[config.mk]
export PLATFORM = sky130hd
export DESIGN_NAME = rr_bus_mux
export DESIGN_NICKNAME = d
export VERILOG_FILES = /design/src/rtl/rr_bus_pkg.sv /design/src/rtl/rr_arbiter.sv /design/src/rtl/rr_bus_mux.sv
export SDC_FILE = /design/constraint.sdc
export NUM_CORES = 1
export LEC_CHECK = 0
export ABC_AREA = 1
export CELL_PAD_IN_SITES_DETAIL_PLACEMENT = 1
export CELL_PAD_IN_SITES_GLOBAL_PLACEMENT = 1
export CORE_MARGIN = 2
export CORE_UTILIZATION = 24
export DETAILED_ROUTE_END_ITERATION = 8
export PLACE_DENSITY_LB_ADDON = 0.05
export SKIP_LAST_GASP = 1
export SLEW_MARGIN = 20
export SYNTH_ARGS = -nofsm -noshare
export SYNTH_HDL_FRONTEND = slang
export SYNTH_SLANG_ARGS = --single-unit
[constraint.sdc]
create_clock -name clk -period 1.7 [get_ports clk]
set_input_delay 0.255 -clock clk [delete_from_list [all_inputs] [get_ports clk]]
set_output_delay 0.255 -clock clk [all_outputs]
set_load 0.05 [all_outputs]
[src/rtl/rr_bus_pkg.sv]
// Shared constants, state encodings and helpers for the round-robin bus mux.
package rr_bus_pkg;

  localparam int DEF_BUS_WIDTH = 16;
  localparam int DEF_NUM_CH    = 4;

  typedef enum logic [1:0] {
    ST_EMPTY = 2'd0,
    ST_FULL  = 2'd1,
    ST_LOCK  = 2'd2
  } state_t;

  function automatic int clog2(input int n);
    int r;
    r = 0;
    while ((1 << r) < n) r++;
    return r;
  endfunction

endpackage

[src/rtl/rr_arbiter.sv]
// Combinational round-robin pick: first request at or after ptr, wrapping.
module rr_arbiter
  import rr_bus_pkg::*;
#(
  parameter int NUM_CH = DEF_NUM_CH,
  localparam int SEL_W = clog2(NUM_CH)
) (
  input  logic [NUM_CH-1:0] req,
  input  logic [SEL_W-1:0]  ptr,
  input  logic              enable,
  output logic [NUM_CH-1:0] grant,
  output logic [SEL_W-1:0]  grant_idx,
  output logic              any_grant
);

  logic [SEL_W-1:0] idx;

  always_comb begin
    grant     = '0;
    grant_idx = '0;
    any_grant = 1'b0;
    idx       = '0;
    if (enable) begin
      for (int k = 0; k < NUM_CH; k++) begin
        // NUM_CH is a power of two, so the index wraps in SEL_W bits
        idx = ptr + SEL_W'(k);
        if (!any_grant && req[idx]) begin
          any_grant = 1'b1;
          grant_idx = idx;
        end
      end
      if (any_grant) grant[grant_idx] = 1'b1;
    end
  end

endmodule

[src/rtl/rr_bus_mux.sv]
// Registered N:1 round-robin bus mux with valid/ready handshakes.
// Define RR_BUS_MUX_LOCK_EN to add in_last/out_last packet locking.
module rr_bus_mux
  import rr_bus_pkg::*;
#(
  parameter int BUS_WIDTH = DEF_BUS_WIDTH,
  parameter int NUM_CH    = DEF_NUM_CH,
  localparam int SEL_W    = clog2(NUM_CH)
) (
  input  logic                        clk,
  input  logic                        reset,
  input  logic [NUM_CH-1:0]           in_valid,
  input  logic [NUM_CH*BUS_WIDTH-1:0] in_data,
`ifdef RR_BUS_MUX_LOCK_EN
  input  logic [NUM_CH-1:0]           in_last,
  output logic                        out_last,
`endif
  output logic [NUM_CH-1:0]           in_ready,
  output logic                        out_valid,
  output logic [BUS_WIDTH-1:0]        out_data,
  output logic [SEL_W-1:0]            out_sel,
  input  logic                        out_ready
);

  state_t           st_q, st_d;
  logic [SEL_W-1:0] ptr_q;
  logic [SEL_W-1:0] gidx;
  logic [NUM_CH-1:0] req;
  logic             any_grant;
  logic             load_ok;

  assign out_valid = (st_q == ST_FULL);
  assign load_ok   = !out_valid || out_ready;

`ifdef RR_BUS_MUX_LOCK_EN
  logic             lock_q;
  logic [SEL_W-1:0] lock_ch;

  // While locked only the owning channel may compete
  always_comb begin
    req = in_valid;
    if (lock_q) req = in_valid & (NUM_CH'(1) << lock_ch);
  end
`else
  assign req = in_valid;
`endif

  rr_arbiter #(
    .NUM_CH (NUM_CH)
  ) u_arb (
    .req       (req),
    .ptr       (ptr_q),
    .enable    (load_ok && !reset),
    .grant     (in_ready),
    .grant_idx (gidx),
    .any_grant (any_grant)
  );

  always_comb begin
    st_d = st_q;
    unique case (st_q)
      ST_EMPTY: if (any_grant) st_d = ST_FULL;
      ST_FULL: begin
        if (any_grant)      st_d = ST_FULL;
        else if (out_ready) st_d = ST_EMPTY;
      end
      default: st_d = ST_EMPTY;
    endcase
  end

  always_ff @(posedge clk) begin
    if (reset) begin
      st_q     <= ST_EMPTY;
      out_data <= '0;
      out_sel  <= '0;
      ptr_q    <= '0;
`ifdef RR_BUS_MUX_LOCK_EN
      lock_q   <= 1'b0;
      lock_ch  <= '0;
      out_last <= 1'b0;
`endif
    end else begin
      st_q <= st_d;
      if (any_grant) begin
        out_data <= in_data[gidx*BUS_WIDTH +: BUS_WIDTH];
        out_sel  <= gidx;
`ifdef RR_BUS_MUX_LOCK_EN
        out_last <= in_last[gidx];
        lock_q   <= !in_last[gidx];
        lock_ch  <= gidx;
        if (in_last[gidx]) ptr_q <= gidx + SEL_W'(1);
`else
        ptr_q    <= gidx + SEL_W'(1);
`endif
      end
    end
  end

endmodule

==> impl_metrics.csv <==
group,metric,value,unit
grt,grt_overflow,0,
cells_and_area,drive_gt1_frac,0.307,
timing,rsz0062_at_grt,"yes",
grt,use_met1,0.227,
grt,grt_max_degree,18,
synth,seq_area_frac_synth,0.214,
grt,first_global_vias,2562,
clock_tree,cts_made_buffers,3,
routing,drtPass1Iterations,4,
setup_path,end_kind,"primary output",
cells_and_area,fin_nets,554,
grt,antenna_found_initial,0,
synth,syn_avg_cell_area,5.66,um2
grt,grt_util_met2,0.303,
timing,tightest_slew,274,ps
cells_and_area,final_common_cell,"nand2_1",
synth,syn_area,1960,um2
routing,first_iter_violations,44,
clock_tree,cts.clk_slew.worst_paths,90,ps
routing,ant_nets,0,
clock_tree,cts_num_sinks,21,
cells_and_area,antenna-diode-count,0,
setup_path,worstPathCellList,"buf_8 -> nand2_4 -> nand2_4 -> nand2_2 -> nand2_2 -> nand4_1 -> nand3_4 -> nand2_4 -> clkinv_4 -> nand2_4 -> clkinvlp_4 -> buf_8",
routing,wire_per_inst,13.7,um
setup_path,timing.critical_path.mode_cell,"nand2_4",
setup_path,crit_start,"ptr_q[0]$_SDFFE_PP0P_",
place,port_buffers,93,
min_path,hold_path_class,"reg -> reg",
synth,yosys.cell_types.count,29,
routing,via_per_inst,4.34,
synth,syn-num-nets,418,
die,io_pins,94,
grt,grt_first_pass_wirelength,12100,um
setup_path,crit_arrival,1900,ps
routing,routed_wl,7980,um
synth,synth_cells,347,
cells_and_area,multiInputGateArea,1390,um2
power_and_ir_drop,finalPower,7.02,mW
run_status,violations,"negative setup slack",
timing,setup_slack,-455,ps
clock_tree,cts-htree-levels,1,
min_path,hp-start,"out_sel[0]$_SDFFE_PP0P_",
run_status,status,"finished, violations left",
timing,max_freq,464,MHz
grt,gr-usage-met3,0.0239,
power_and_ir_drop,irDropWorstVdd,538,uV
die,fp-row-count,32,
cells_and_area,regArea,428,um2
run,cap_violations,0,
synth,synth_seq_cells,21,
timing,period_minus_slack,2160,ps
cells_and_area,area_growth,96.8,%
timing,hold_viol,0,
routing,num_vias,2535,
setup_path,crit_type,"reg -> out",
clock_tree,clk_latency,270,ps
die,die-area,8920,um2
power_and_ir_drop,p_leak,2.04,nW
cells_and_area,layout_common_cells,"nand2_1 (104), inv_1 (71), clkdlybuf4s50_1 (66)",
timing,setup_viol,24,
clock_tree,clk_path_buf_depth,2,
place,dp_worst_setup_slack,-518,ps
die,core,7850,um2
timing,drv_slew,0,
place,place_hpwl,5540,um
timing,max-slew-margin-rel,0.817,
clock_tree,cts_tree,"done",
setup_path,reg2reg_from,"ptr_q[0]$_SDFFE_PP0P_",
setup_path,worst-path-max-fanout,6,
die,die_h,94.5,um
setup_path,worst_path_largest_cell_delay,440,ps
timing,timing.final.crit_share,1.27,
die,dieWidth,94.5,um
place,place_congestion,0.825,
synth,yosysWarnings,0,
grt,grtUsageTotal,0.173,
clock_tree,root_buffer,"clkbuf_8",
grt,grt_busiest_layer,"met2",
die,start_util,0.250,
power_and_ir_drop,p_per_area,1810,nW/um2
setup_path,slowest_stage,"dfxtp_4",
setup_path,crit_path_start_kind,"flip-flop",
timing,clock_skew,3.49,ps
routing,drc,0,
cells_and_area,num-fill-cells,1019,
setup_path,worstPathRequired,1440,ps
==> repair_timing <==
item,CTS,global route
cloned,1,4
hold buffers,0,0
gates resized for setup,44,46
setup buffers,14,13
pin swaps,25,44
endpoints found under the setup margin,24,25
==> area by class of cell <==
cell class                 count  share of cell area
timing repair buffer         144               0.396
multi-input combinational    231               0.360
sequential                    21               0.111
inverter                      82              0.0890
tap                          102              0.0330
clock buffer                   4              0.0117
==> cell families (layout without fill, tap and decap cells) <==
family,after synthesis,after routing,share of synthesized area
AO/OA/AOI/OAI,22,22,0.0790
AND/OR/NAND/NOR,209,209,0.496
flip-flops,21,21,0.214
buffers and inverters,95,230,0.211
==> metrics by stage <==
stage	hold slack [ps]	instances	utilization	instance area [um2]	setup TNS [ps]
finish	461	584	0.493	3870	-6430
global route	495	584	0.493	3870	-9770
CTS	479	572	0.452	3540	-6570
detailed placement	463	556	0.413	3240	-10670
global placement	465	556	0.413	3240	-9610
floorplan	324	347	-	2080	-696
==> flip-flops by register name, summed over array words and instances (netlist names) <==
name,flops
out_sel,2
st_q,1
ptr_q,2
out_data,16
==> worst max-delay path, delay by kind of cell (launching register included) <==
| kind | cells | cell delay (ps) |
|---|---|---|
| buf+inv | 4 | 420 |
| flops | 1 | 440 |
| simple gates | 8 | 760 |
==> power breakdown <==
part / switching (mW) / leakage (nW) / internal [mW]
Combinational: 3.28 / 1.84 / 2.47
Sequential: 0.185 / 0.177 / 0.726
Clock: 0.189 / 0.0228 / 0.168
==> Yosys cell counts, drive strengths merged <==
master / instances / area (um2)
nand2: 139 / 567
inv: 80 / 305
nand3: 57 / 308
dfxtp: 21 / 420
o21bai: 16 / 120
buf: 12 / 96.3
nor2: 10 / 66.3
o21ai: 3 / 15.0
clkinv: 2 / 8.75
nand4: 2 / 27.5
a21boi: 1 / 7.51
a21oi: 1 / 5.00
and2: 1 / 6.26
clkbuf: 1 / 3.75
o31ai: 1 / 7.51
==> routing by layer <==
metal	share of wire	wire, um
met4	0.0075	60
met1	0.44	3550
met3	0.036	285
met2	0.51	4090
met5	0	0
==> path summary, 6_finish.rpt <==
path         slack, ps                   endpoint  depth (start not counted)
max               -460                in_ready[2]                         12
min                460    out_sel[0]$_SDFFE_PP0P_                          2
min reg2reg        460    out_sel[0]$_SDFFE_PP0P_                          2
max reg2reg       -350  out_data[11]$_SDFFE_PP0P_                         17
(Power assumes the default switching activity.)
